`config.mk`:
```
export PLATFORM = sky130hd
export DESIGN_NAME = pipe_stage_elastic_flat
export DESIGN_NICKNAME = d
export VERILOG_FILES = /design/src/rtl/pipe_stage_elastic_pkg.sv /design/src/rtl/pipe_stage_elastic_if.sv /design/src/rtl/pipe_stage_elastic_skid_slot.sv /design/src/rtl/pipe_stage_elastic.sv /design/src/flat_wrapper.sv
export SDC_FILE = /design/constraint.sdc
export NUM_CORES = 1
export LEC_CHECK = 0
export CAP_MARGIN = 20
export CELL_PAD_IN_SITES_DETAIL_PLACEMENT = 0
export CELL_PAD_IN_SITES_GLOBAL_PLACEMENT = 2
export CORE_ASPECT_RATIO = 0.75
export CORE_MARGIN = 5
export CORE_UTILIZATION = 31
export CTS_BUF_LIST = sky130_fd_sc_hd__clkbuf_4 sky130_fd_sc_hd__clkbuf_8
export CTS_CLUSTER_DIAMETER = 50
export CTS_CLUSTER_SIZE = 16
export DETAILED_ROUTE_END_ITERATION = 10
export PLACE_DENSITY_LB_ADDON = 0.25
export SETUP_SLACK_MARGIN = 0.3
export SYNTH_ARGS = -nofsm -noshare
export SYNTH_HDL_FRONTEND = slang
export SYNTH_SLANG_ARGS = --single-unit
```
`constraint.sdc`:
```
create_clock -name clk -period 1.9 [get_ports clk]
set_clock_uncertainty 0.1 [all_clocks]
set_input_delay 0.285 -clock clk [delete_from_list [all_inputs] [get_ports clk]]
set_output_delay 0.285 -clock clk [all_outputs]
set_load 0.03 [all_outputs]
```
`src/rtl/pipe_stage_elastic_pkg.sv`:
```
// Shared pipeline-register constants: per-boundary bundle widths, control bit positions
// and the slot state encoding used by the elastic stage.
package pipe_pkg;

  localparam int IDEX_DATA_W  = 150;
  localparam int IDEX_CTRL_W  = 12;
  localparam int EXMEM_DATA_W = 138;
  localparam int EXMEM_CTRL_W = 8;
  localparam int MEMWB_DATA_W = 72;
  localparam int MEMWB_CTRL_W = 4;

  localparam int CTRL_BRANCH  = 0;
  localparam int CTRL_MEM_RD  = 1;
  localparam int CTRL_MEM_WR  = 2;
  localparam int CTRL_MEM2REG = 3;
  localparam int CTRL_REG_WR  = 4;
  localparam int CTRL_ALU_SRC = 5;
  localparam int CTRL_JUMP    = 6;
  localparam int CTRL_HALT    = 7;

  // Wide enough for 2*DEPTH entries at the largest legal DEPTH of 4.
  localparam int OCC_W = 4;

  localparam logic [1:0] SLOT_EMPTY = 2'd0;
  localparam logic [1:0] SLOT_HALF  = 2'd1;
  localparam logic [1:0] SLOT_FULL  = 2'd2;

  function automatic logic [1:0] slot_state(input logic main_valid, input logic skid_valid);
    if (skid_valid)      return SLOT_FULL;
    else if (main_valid) return SLOT_HALF;
    else                 return SLOT_EMPTY;
  endfunction

endpackage

```
`src/rtl/pipe_stage_elastic_if.sv`:
```
// Handshake bundle of one elastic pipeline register: upstream side, downstream side,
// flush and occupancy. The stage itself takes the slave view.
interface pipe_stage_elastic_if #(
  parameter int DATA_W = pipe_pkg::EXMEM_DATA_W,
  parameter int CTRL_W = pipe_pkg::EXMEM_CTRL_W
) ();

  logic                       flush;
  logic                       in_valid;
  logic                       in_ready;
  logic [DATA_W-1:0]          in_data;
  logic [CTRL_W-1:0]          in_ctrl;
  logic                       out_valid;
  logic                       out_ready;
  logic [DATA_W-1:0]          out_data;
  logic [CTRL_W-1:0]          out_ctrl;
  logic [pipe_pkg::OCC_W-1:0] occupancy;

  modport slave (
    input  flush, in_valid, in_data, in_ctrl, out_ready,
    output in_ready, out_valid, out_data, out_ctrl, occupancy
  );

  modport master (
    output flush, in_valid, in_data, in_ctrl, out_ready,
    input  in_ready, out_valid, out_data, out_ctrl, occupancy
  );

endinterface

```
`src/rtl/pipe_stage_elastic_skid_slot.sv`:
```
// One elastic slot: main register plus skid register, so the ready it offers upstream
// is a flop (!FULL) and never a combinational function of the downstream ready.
module skid_slot import pipe_pkg::*; #(
  parameter int DATA_W           = EXMEM_DATA_W,
  parameter int CTRL_W           = EXMEM_CTRL_W,
  parameter bit CLEAR_DATA_FLUSH = 1'b0
) (
  input  logic              clk,
  input  logic              rst_n,
  input  logic              flush,
  input  logic              up_valid,
  output logic              up_ready,
  input  logic [DATA_W-1:0] up_data,
  input  logic [CTRL_W-1:0] up_ctrl,
  output logic              dn_valid,
  input  logic              dn_ready,
  output logic [DATA_W-1:0] dn_data,
  output logic [CTRL_W-1:0] dn_ctrl,
  output logic [1:0]        held
);

  logic              main_valid, skid_valid, ready_q;
  logic [DATA_W-1:0] main_data, skid_data;
  logic [CTRL_W-1:0] main_ctrl, skid_ctrl;

  logic       take_in, take_out;
  logic       load_main_in, load_main_skid, load_skid;
  logic [1:0] state;

  assign state    = slot_state(main_valid, skid_valid);
  assign take_in  = up_valid & ready_q;
  assign take_out = main_valid & dn_ready;

  // NOTE: every always_comb output gets a default first, so no path leaves it unassigned (no latch).
  always_comb begin
    load_main_in   = 1'b0;
    load_main_skid = 1'b0;
    load_skid      = 1'b0;
    case (state)
      SLOT_EMPTY: load_main_in = take_in;
      SLOT_HALF: begin
        load_main_in = take_in & take_out;
        load_skid    = take_in & ~take_out;
      end
      SLOT_FULL:  load_main_skid = take_out;
      default: ;
    endcase
  end

  // NOTE: sequential state uses non-blocking assignments so every flop samples pre-edge values.
  always_ff @(posedge clk or negedge rst_n) begin
    if (!rst_n) begin
      main_valid <= 1'b0;
      skid_valid <= 1'b0;
      ready_q    <= 1'b1;
      main_ctrl  <= '0;
      skid_ctrl  <= '0;
    end else if (flush) begin
      main_valid <= 1'b0;
      skid_valid <= 1'b0;
      ready_q    <= 1'b1;
      main_ctrl  <= '0;
      skid_ctrl  <= '0;
    end else begin
      if (load_main_in) begin
        main_valid <= 1'b1;
        main_ctrl  <= up_ctrl;
      end else if (load_main_skid) begin
        main_ctrl  <= skid_ctrl;
      end else if (take_out) begin
        main_valid <= 1'b0;
      end
      if (load_skid) begin
        skid_valid <= 1'b1;
        skid_ctrl  <= up_ctrl;
        ready_q    <= 1'b0;
      end else if (load_main_skid) begin
        skid_valid <= 1'b0;
        ready_q    <= 1'b1;
      end
    end
  end

  // NOTE: the data registers are reset too, so out_data is a known zero straight out of reset.
  always_ff @(posedge clk or negedge rst_n) begin
    if (!rst_n) begin
      main_data <= '0;
      skid_data <= '0;
    end else if (flush) begin
      if (CLEAR_DATA_FLUSH) begin
        main_data <= '0;
        skid_data <= '0;
      end
    end else begin
      if (load_main_in)        main_data <= up_data;
      else if (load_main_skid) main_data <= skid_data;
      if (load_skid)           skid_data <= up_data;
    end
  end

  assign up_ready = ready_q;
  assign dn_valid = main_valid;
  assign dn_data  = main_data;
  assign dn_ctrl  = main_ctrl;
  assign held     = {1'b0, main_valid} + {1'b0, skid_valid};

endmodule

```
`src/rtl/pipe_stage_elastic.sv`:
```
// Elastic pipeline register: DEPTH chained skid slots, an occupancy adder across all slots,
// and control masked to NOP whenever the output holds a bubble.
module pipe_stage_elastic import pipe_pkg::*; #(
  parameter int DATA_W           = EXMEM_DATA_W,
  parameter int CTRL_W           = EXMEM_CTRL_W,
  parameter int DEPTH            = 1,
  parameter bit CLEAR_DATA_FLUSH = 1'b0
) (
  input logic                 clk,
  input logic                 rst_n,
  pipe_stage_elastic_if.slave bus
);

  logic              stage_valid [DEPTH+1];
  logic              stage_ready [DEPTH+1];
  logic [DATA_W-1:0] stage_data  [DEPTH+1];
  logic [CTRL_W-1:0] stage_ctrl  [DEPTH+1];
  logic [1:0]        held        [DEPTH];
  logic [OCC_W-1:0]  occ;

  assign stage_valid[0]     = bus.in_valid;
  assign stage_data[0]      = bus.in_data;
  assign stage_ctrl[0]      = bus.in_ctrl;
  assign stage_ready[DEPTH] = bus.out_ready;
  assign bus.in_ready       = stage_ready[0];

  for (genvar i = 0; i < DEPTH; i++) begin : gen_slot
    skid_slot #(
      .DATA_W           (DATA_W),
      .CTRL_W           (CTRL_W),
      .CLEAR_DATA_FLUSH (CLEAR_DATA_FLUSH)
    ) u_slot (
      .clk      (clk),
      .rst_n    (rst_n),
      .flush    (bus.flush),
      .up_valid (stage_valid[i]),
      .up_ready (stage_ready[i]),
      .up_data  (stage_data[i]),
      .up_ctrl  (stage_ctrl[i]),
      .dn_valid (stage_valid[i+1]),
      .dn_ready (stage_ready[i+1]),
      .dn_data  (stage_data[i+1]),
      .dn_ctrl  (stage_ctrl[i+1]),
      .held     (held[i])
    );
  end

  always_comb begin
    occ = '0;
    for (int i = 0; i < DEPTH; i++) occ = occ + OCC_W'(held[i]);
  end

  assign bus.occupancy = occ;
  assign bus.out_valid = stage_valid[DEPTH];
  assign bus.out_data  = stage_data[DEPTH];
  assign bus.out_ctrl  = stage_valid[DEPTH] ? stage_ctrl[DEPTH] : '0;

endmodule
```
`src/flat_wrapper.sv`:
```
// flat-port wrapper written by rule: the top's interface ports become plain ports
module pipe_stage_elastic_flat import pipe_pkg::*;
#(
  parameter int DATA_W           = EXMEM_DATA_W,
  parameter int CTRL_W           = EXMEM_CTRL_W,
  parameter int DEPTH            = 1,
  parameter bit CLEAR_DATA_FLUSH = 1'b0
)
  (clk, rst_n, bus_flush, bus_in_valid, bus_in_data, bus_in_ctrl, bus_out_ready, bus_in_ready, bus_out_valid, bus_out_data, bus_out_ctrl, bus_occupancy);
  pipe_stage_elastic_if #(.DATA_W(DATA_W), .CTRL_W(CTRL_W)) bus_i ();
  input logic clk;
  input logic rst_n;
  input wire logic [$bits(bus_i.flush)-1:0] bus_flush;
  input wire logic [$bits(bus_i.in_valid)-1:0] bus_in_valid;
  input wire logic [$bits(bus_i.in_data)-1:0] bus_in_data;
  input wire logic [$bits(bus_i.in_ctrl)-1:0] bus_in_ctrl;
  input wire logic [$bits(bus_i.out_ready)-1:0] bus_out_ready;
  output wire logic [$bits(bus_i.in_ready)-1:0] bus_in_ready;
  output wire logic [$bits(bus_i.out_valid)-1:0] bus_out_valid;
  output wire logic [$bits(bus_i.out_data)-1:0] bus_out_data;
  output wire logic [$bits(bus_i.out_ctrl)-1:0] bus_out_ctrl;
  output wire logic [$bits(bus_i.occupancy)-1:0] bus_occupancy;
  assign bus_i.flush = bus_flush;
  assign bus_i.in_valid = bus_in_valid;
  assign bus_i.in_data = bus_in_data;
  assign bus_i.in_ctrl = bus_in_ctrl;
  assign bus_i.out_ready = bus_out_ready;
  assign bus_in_ready = bus_i.in_ready;
  assign bus_out_valid = bus_i.out_valid;
  assign bus_out_data = bus_i.out_data;
  assign bus_out_ctrl = bus_i.out_ctrl;
  assign bus_occupancy = bus_i.occupancy;
  pipe_stage_elastic #(.DATA_W(DATA_W), .CTRL_W(CTRL_W), .DEPTH(DEPTH), .CLEAR_DATA_FLUSH(CLEAR_DATA_FLUSH)) u_core (.clk(clk), .rst_n(rst_n), .bus(bus_i));
endmodule
```
==> results.ini <==
[setup_path]
critPathSlowestCell=dfrtp_2
path_cells=ha_4 > nand2b_4 > or2_4 > a31oi_4 > buf_6 > buf_12 > clkbuf_16 > o221a_2
critPathTopFamily=buffers and inverters
crit_end=u_core.gen_slot[0].u_slot.dn_data[55]
cp-start-kind=register
cp_data_arrival_time_ns=2.59
critical_path_depth=8
worstSetupStartpoint=u_core.gen_slot[0].u_slot.dn_valid
crit_buf_inv=3
r2r_slack_ns=-0.22
r2r_end=u_core.gen_slot[0].u_slot.dn_data[55]
path_class=register to register
worstReg2RegStart=u_core.gen_slot[0].u_slot.dn_valid
crit_required_ns=2.37
setup.worst_path.end_class=register
slowest_delay_ns=0.45
path_max_fanout=8
r2r_cells=8

[synth]
yosysUniqueCellTypes=29
syn_avg_cell_area_um2=14.2
netlist_area_mm2=0.0124
synth-seq-cells=295
syn_inst=876
synth-seq-area-share=0.595
synth_warnings=0

[die]
ios=303
die_h_um=183
fp.dieW_um=241
rows=63
start_util=0.314
dieArea_mm2=0.0442
core_area_mm2=0.0396

[placement]
io_buffer_count=300
post-place-cells=1675
place_area_mm2=0.0168
hpwl_um=24400
place.gp.congestion=0.713

[power_and_ir_drop]
peakVddDrop_mv=0.756
total_power_uw=23100
p_per_area_mw_per_mm2=1190
leakagePower_uw=0.00810

[cts]
cts_root_buffer=clkbuf_8
h-tree-depth=1
path_clk_slew_ns=0.11
cts_tree=built
clk_latency_ns=0.62
cts.sink_count=295
cts_max_path_buffers=3
cts_made_buffers=31

[run_status]
violations=negative setup slack
outcome=finished with violations

[drt]
drt-initial-drc-count=538
drc=0
ant_nets=0
vias=9161
route.detailed.wl_per_inst_um=22.3
wl_um=41200
via_per_inst=4.97
firstDrtPassIters=4

[timing]
grt_setup_unrepaired=true
finalCritPeriodShare=1.11
setup-tns-final_ns=-41.00
fmaxAchievable_ghz=0.472
setup_viol=284
setup_ws_ns=-0.218
min_period_ns=2.12
hold_violations=0
slew_violations=0

[global_route]
track_usage=0.167
grt_pass1_wl_um=58600
grt.overflow.total=0
grt_max_degree=67
antenna_found_initial=3
grt_pass1_vias=9614

[layout]
seq_area_mm2=0.00738
multi_input_area_mm2=0.00523
synthToLayoutAreaGrowth_pct=56.0
fin_cells=1843
n_fill_cell=3498
drive_gt1_frac=0.502
fin_nets=1452
final_area_mm2=0.0194

[job]
cap_violations=0

[hold_path]
hp-class=input pin to register

[synth_stat cells]
cell,count,area [um2]
buf_1,1,3.75
inv_1,2,7.51
dfrtp_1,294,7360
and3_1,1,6.26
or2_4,1,8.76
o221a_2,138,1550
a21boi_0,1,7.51
buf_4,10,75.1
buf_6,26,293
mux2_2,58,653
and2_1,9,56.3
nand2b_1,2,12.5
mux2i_1,8,80.1
nor2_1,19,71.3
a31oi_2,1,12.5
nand3_1,2,10.0
a31oi_1,1,6.26
buf_2,16,80.1
a311oi_1,8,70.1
or2_2,1,6.26
a211oi_1,1,7.51
ha_1,3,37.5
conb_1,1,3.75
dfstp_2,1,26.3
nand2_1,20,75.1
mux2_1,80,901
clkbuf_1,31,116
a211o_1,1,8.76
or3_1,139,870
[where the power goes]
part	switching, uW	internal [uW]
sequential	1230	8260
combinational	3530	4970
clock	2640	2480
total	7390	15700
[timing repair]
item | CTS | global route
hold endpoints to repair | 294 | 0
setup buffers | 66 | 19
gates cloned | 0 | 19
endpoints found under the setup margin | 442 | 442
hold buffers | 5 | 0
resized for setup | 963 | 100
pin swaps | 3 | 3
[worst register-to-register path: cells and delay by family (launching register included)]
kind                       cells  cell delay (ns)
AOI/OAI and AO/OA              2             0.45
adders and majority gates      1             0.17
buffers and inverters          3             0.46
DFF                            1             0.45
and+or+nand+nor                2             0.44
[kinds of logic after synthesis]
kind of cell,Yosys count,share of synthesized area
AOI/OAI and AO/OA,151,0.134
adders and majority gates,3,0.00302
buffers and inverters,86,0.0464
DFF,295,0.595
muxes,146,0.132
other,1,0.000302
and+or+nand+nor,194,0.0899
[final cells by class]
type                            count  area share
Sequential cell                   295       0.381
Clock buffer                       35      0.0245
Timing Repair Buffer              472       0.275
Tap cell                          520      0.0336
Inverter                            2    0.000517
Antenna cell                        1    0.000129
Clock inverter                     22      0.0158
Multi-Input combinational cell    496       0.270
[worst min path at each step]
stage	startpoint	endpoint	slack [ns]	cells past startpoint
after global placement	rst_n	u_core.gen_slot[0].u_slot.dn_data[82]	0.11	1
after global routing	bus_in_ctrl[0]	u_core.gen_slot[0].u_slot.dn_ctrl[0]	0.14	3
final	bus_in_ctrl[5]	u_core.gen_slot[0].u_slot.dn_ctrl[5]	0.19	3
after floorplan	rst_n	u_core.gen_slot[0].u_slot.dn_ctrl[0]	-0.11	0
after detailed placement	rst_n	u_core.gen_slot[0].u_slot.dn_data[82]	0.10	1
after CTS	bus_in_ctrl[0]	u_core.gen_slot[0].u_slot.dn_ctrl[0]	0.11	3
[cell usage in the layout (no fill, tap or decap), drive strengths merged, types with 2 or more instances in the layout]
| cell | count |
|---|---|
| o221a | 138 |
| or2 | 2 |
| dlygate4sd2 | 9 |
| nand3 | 2 |
| a311oi | 8 |
| nand2 | 20 |
| bufinv | 5 |
| ha | 3 |
| a31oi | 2 |
| dfrtp | 294 |
| nand2b | 2 |
| clkdlybuf4s50 | 149 |
| mux2 | 138 |
| inv | 10 |
| buf | 290 |
| conb | 2 |
| mux2i | 8 |
| nor2 | 19 |
| clkinvlp | 4 |
| or3 | 139 |
| dlygate4sd3 | 5 |
| and2 | 9 |
| clkbuf | 53 |
| clkinv | 5 |
[state kept, by name (all words and copies together), names as in the netlist]
register and cells:
u_core.gen_slot.u_slot.dn_data 138, u_core.gen_slot.u_slot.skid_data 138, u_core.gen_slot.u_slot.dn_ctrl 8, u_core.gen_slot.u_slot.skid_ctrl 8
u_core.gen_slot.u_slot.dn_valid 1, u_core.gen_slot.u_slot.skid_valid 1, u_core.gen_slot.u_slot.up_ready 1
[layer usage]
metal,GRT usage,wire length [um]
met5,0,34
met4,0.0354,848
met3,0.0326,1840
met2,0.257,18700
met1,0.246,19700
[stage by stage]
| step | utilization | hold WS (ns) | setup slack [ns] |
|---|---|---|---|
| floorplan | - | -0.111 | -0.137 |
| global placement | 0.425 | 0.109 | -0.299 |
| detailed placement | 0.425 | 0.104 | -0.290 |
| CTS | 0.464 | 0.114 | -0.178 |
| global route | 0.490 | 0.138 | -0.268 |
| finish | 0.490 | 0.187 | -0.218 |
Power figures use the tool's default switching activity.
==> edit 1, RTL diff (same flow settings) <==
Reset style: synchronous (`rst_n`), changed in 2 clocked blocks.
--- a/src/rtl/pipe_stage_elastic_skid_slot.sv
+++ b/src/rtl/pipe_stage_elastic_skid_slot.sv
@@ -50,3 +50,3 @@
   // NOTE: sequential state uses non-blocking assignments so every flop samples pre-edge values.
-  always_ff @(posedge clk or negedge rst_n) begin
+  always_ff @(posedge clk) begin
     if (!rst_n) begin
@@ -84,3 +84,3 @@
   // NOTE: the data registers are reset too, so out_data is a known zero straight out of reset.
-  always_ff @(posedge clk or negedge rst_n) begin
+  always_ff @(posedge clk) begin
     if (!rst_n) begin
Check against the original RTL: not equivalent (Yosys sat finds a counterexample within 4 cycles, from zero or initial values and one cycle with rst_n low; the reset may be asserted at any time).
==> edit 1 against the original RTL <==
  * The flow still finishes with violations (setup timing)
  * Wire length is 14% higher
  * Sequential cell count stayed put
  * Largest cell class is now multi-input combinational cells
  * Hold slack worse by 0.0063 ns
  * Cell area is 9.9% higher
  * Synthesized area is 6.6% lower
  * Critical endpoint is now u_core.gen_slot[0].u_slot.dn_data[85]
  * Count of clock-buffer cells in the layout is 6 higher
  * Synthesized cell count is 33% higher
  * Worst setup slack better by 0.15 ns
Power is not compared: it rests on default switching activity, and its combinational part moved more than twofold at a synthesized area within 25%.
==> edit 1: results (changes against the original RTL) <==
- Largest net degree at the start of global routing: 64 (-4.5%)
- Synth Flop Type: dfxtp_1
- Clk slew on worst S/H paths: 0.08 ns (-0.03 ns)
- Commonest cells post-synth: 297 x nand2_1, 295 x dfxtp_1, 146 x mux2i_1
- Count of cell types in the netlist: 25 (-14%)
- Final HPWL DP: 24.1 mm (-1.1%)
- WL met3: 1.97 mm (+7.0%)
- Compound-Gate Fraction of Synth Area: 0.207 (+0.0724)
- Place WS: -0.258 ns (+0.0326 ns)
- DRT iter0 DRCs: 446 (-17%)
- Layout cells sized above 1: 0.495 (-0.00683)
- Ranking of synthesized cells by area: dfxtp_1 51%, mux2i_1 13%, o2bb2ai_1 10%, nand2_1 9.6%, a21boi_1 7.8%
- Failing checks: setup timing
- Routed WL: 46.9 mm (+14%)
- DP Area: 15900 sq um (-5.6%)
- CTS Buf Count: 36 (+16%)
- Setup_tns: -2.88 ns (+38.12 ns)
- Worst skew pair latency: 0.57 ns (-0.05 ns)
- Mux cell area share after synthesis: 0.126 (-0.00560)
- Crit Path Max Fanout: 5 (-3)
- Status: complete, but fails checks
- Met2 usage: 0.318 (+0.0609)
- Gpl congestion: 0.747 (+4.8%)
- Final Worst Setup Slack: -0.0730 ns (+0.145 ns)
- DR WL met2: 22.3 mm (+19%)
- Final setup violation count: 103 (-64%)
- Via count: 10500 (+14%)
- Htree depth: 2 (+1)
- DP Cell Count: 1952 (+17%)
- Sequential-to-total area share from yosys stat: 0.509 (-0.0854)
- WP data arrival: 2.33 ns (-0.26 ns)
[edit 1: what timing repair did]
| action | 4_1_cts | 5_1_grt |
|---|---|---|
| pin swaps | 72 | 210 |
| endpoints found under the setup margin | 435 | 319 |
| gates resized for setup | 929 | 479 |
| gates cloned | 41 | 23 |
| setup buffers | 49 | 20 |
| hold buffers | 0 | 0 |
[edit 1: worst max-delay path: stages (launching register included)]
cell       delay, ns
dfxtp_2         0.37
inv_4           0.05
ha_4            0.16
nand4b_1        0.20
o211ai_2        0.11
buf_4           0.15
a21boi_4        0.06
buf_6           0.13
buf_12          0.13
buf_12          0.13
clkbuf_16       0.15
o2bb2ai_2       0.11
[edit 1: layout make-up]
class / count / area (sq um)
clock buffers: 41 / 564
repair buffers: 508 / 6370
flip-flops and latches: 295 / 5930
well taps: 504 / 631
inverters: 3 / 16.3
multi-input cells: 775 / 7510
clock inverters: 23 / 262
diodes: 2 / 5.00
fillers: 3153 / 15700
[edit 1: final timing paths]
| kind | start | endpoint | slack (ns) | cells after the start |
|---|---|---|---|---|
| worst max-delay path | u_core.gen_slot[0].u_slot.skid_valid | u_core.gen_slot[0].u_slot.dn_data[85] | -0.07 | 11 |
| worst min-delay path | rst_n | u_core.gen_slot[0].u_slot.skid_data[32] | 0.18 | 3 |
| worst max register to register | u_core.gen_slot[0].u_slot.skid_valid | u_core.gen_slot[0].u_slot.dn_data[85] | -0.07 | 11 |
| worst min register to register | u_core.gen_slot[0].u_slot.skid_data[85] | u_core.gen_slot[0].u_slot.skid_data[85] | 0.35 | 2 |
[edit 1: cell families after synthesis]
| family | Yosys count |
|---|---|
| and+or+nand+nor | 325 |
| AOI/OAI and AO/OA | 299 |
| buffers and inverters | 100 |
| other | 1 |
| adders and majority gates | 3 |
| muxes | 146 |
| DFF | 295 |
==> edit 2, RTL diff (same settings) <==
Without the edit above. `CLEAR_DATA_FLUSH` is set to 1'b0 in 3 places; all go to 1'b1.
--- a/src/rtl/pipe_stage_elastic_skid_slot.sv
+++ b/src/rtl/pipe_stage_elastic_skid_slot.sv
@@ -5,3 +5,3 @@
   parameter int CTRL_W           = EXMEM_CTRL_W,
-  parameter bit CLEAR_DATA_FLUSH = 1'b0
+  parameter bit CLEAR_DATA_FLUSH = 1'b1
 ) (
--- a/src/rtl/pipe_stage_elastic.sv
+++ b/src/rtl/pipe_stage_elastic.sv
@@ -6,3 +6,3 @@
   parameter int DEPTH            = 1,
-  parameter bit CLEAR_DATA_FLUSH = 1'b0
+  parameter bit CLEAR_DATA_FLUSH = 1'b1
 ) (
--- a/src/flat_wrapper.sv
+++ b/src/flat_wrapper.sv
@@ -6,3 +6,3 @@
   parameter int DEPTH            = 1,
-  parameter bit CLEAR_DATA_FLUSH = 1'b0
+  parameter bit CLEAR_DATA_FLUSH = 1'b1
 )
Function: changed (a bounded check fails within 4 cycles, from zero or initial values and one cycle with rst_n low).
==> edit 2 against the original RTL <==
  * Wire length grew 13%
  * Synthesized cell count grew 17%
  * Power shrank 29%
  * First-iteration DRC count shrank 1.3%
  * Critical path depth shrank 2
  * Utilization shrank 3.1 points
  * Cell area shrank 0.58%
  * Critical endpoint is now u_core.gen_slot[0].u_slot.dn_data[69]
  * Synthesized area grew 5.9%
  * Sequential cell count is the same
  * Fmax grew 13%
  * Hold slack lost 0.046 ns
  * Worst setup slack gained 0.24 ns
  * Critical path type unchanged
  * Largest cell class unchanged
==> edit 2: results (changes against the original RTL) <==
- DP Area: 17600 sq um (+5.0%)
- Post-route clock period utilization: 0.990 (-0.125)
- Met2 usage: 0.298 (+0.0412)
- Hold slack: 0.142 ns (-0.0458 ns)
- DRT iter0 DRCs: 531 (-1.3%)
- Reg-to-reg slack, setup: 0.02 ns (+0.24 ns)
- Nets: 1544 (+6.3%)
- DP Cell Count: 1881 (+12%)
- R2R cell count: 6 (-2)
- Final HPWL DP: 28.8 mm (+18%)
- Wl on met1: 21.7 mm (+10%)
- DR pass1 iterations: 5 (+1)
- Post-CTS setup buffer count: 9 (-86%)
- WP data arrival: 2.24 ns (-0.35 ns)
- Largest stage delay on the critical path: 0.47 ns (+0.02 ns)
- Sequential-to-total area share from yosys stat: 0.562 (-0.0330)
- Commonest cells post-synth: 294 x dfrtp_1, 147 x nor2_1, 146 x a22o_1, 146 x mux2i_1, 125 x a221oi_1
- M3 GR Usage: 0.0359 (+0.00325)
- HP Class: in2async
- Ranking of synthesized cells by area: dfrtp_1 56%, mux2i_1 11%, a22o_1 9.7%, a221oi_1 8.3%, nor2_1 4.2%
- Place WS: -0.222 ns (+0.0681 ns)
- Switching Fraction: 0.337 (+0.0170)
- WL met3: 2.15 mm (+17%)
- Max layer used: met4
- Met1 Resource Use GR: 0.274 (+0.0277)
- Clk slew on worst S/H paths: 0.09 ns (-0.02 ns)
- CP endpoint: u_core.gen_slot[0].u_slot.dn_data[69]
- Gpl congestion: 0.751 (+5.4%)
- Vias in the first global route: 11000 (+14%)
- Status: finished clean
- Layout cells sized above 1: 0.351 (-0.151)
- CTS Buf Count: 34 (+9.7%)
- Adder-cell share of the synthesized area: 0.00285 (-0.000168)
- DR WL met2: 22.0 mm (+17%)
- Leak pwr: 0.00959 uW (+18%)
- Post-synthesis cell count: 1024 (+17%)
- CTS Hold Bufs: 1 (-4)
- Initial antenna violation count: 1 (-2)
- Crit Path Max Fanout: 9 (+1)
- Worst skew pair latency: 0.57 ns (-0.05 ns)
edit 2: cell count changes after synthesis, moves of 80 or more:
cell	change
mux2_1	-80
a221oi_1	+125
mux2i_1	+138
nor2_1	+128
a22o_1	+146
or3_1	-139
o221a_2	-138
edit 2: layout make-up:
cell class | count | area (sq um) | area share
multi-input combinational | 614 | 5670 | 0.294
sequential | 295 | 7380 | 0.383
inverter | 2 | 7.51 | 0.000390
timing repair buffer | 443 | 4730 | 0.246
tap | 569 | 712 | 0.0370
clock inverter | 22 | 243 | 0.0126
clock buffer | 38 | 510 | 0.0265
antenna | 2 | 5.00 | 0.000260
edit 2: worst max-delay path, delay by kind of cell, from the launching register on:
family                   cells  cell delay [ns]
multiplexers                 1             0.13
AO/OA/AOI/OAI                1             0.27
flip-flops                   1             0.47
AND/OR/NAND/NOR              1             0.24
buffers and inverters        2             0.39
adder cells (fa/ha/maj)      1             0.19
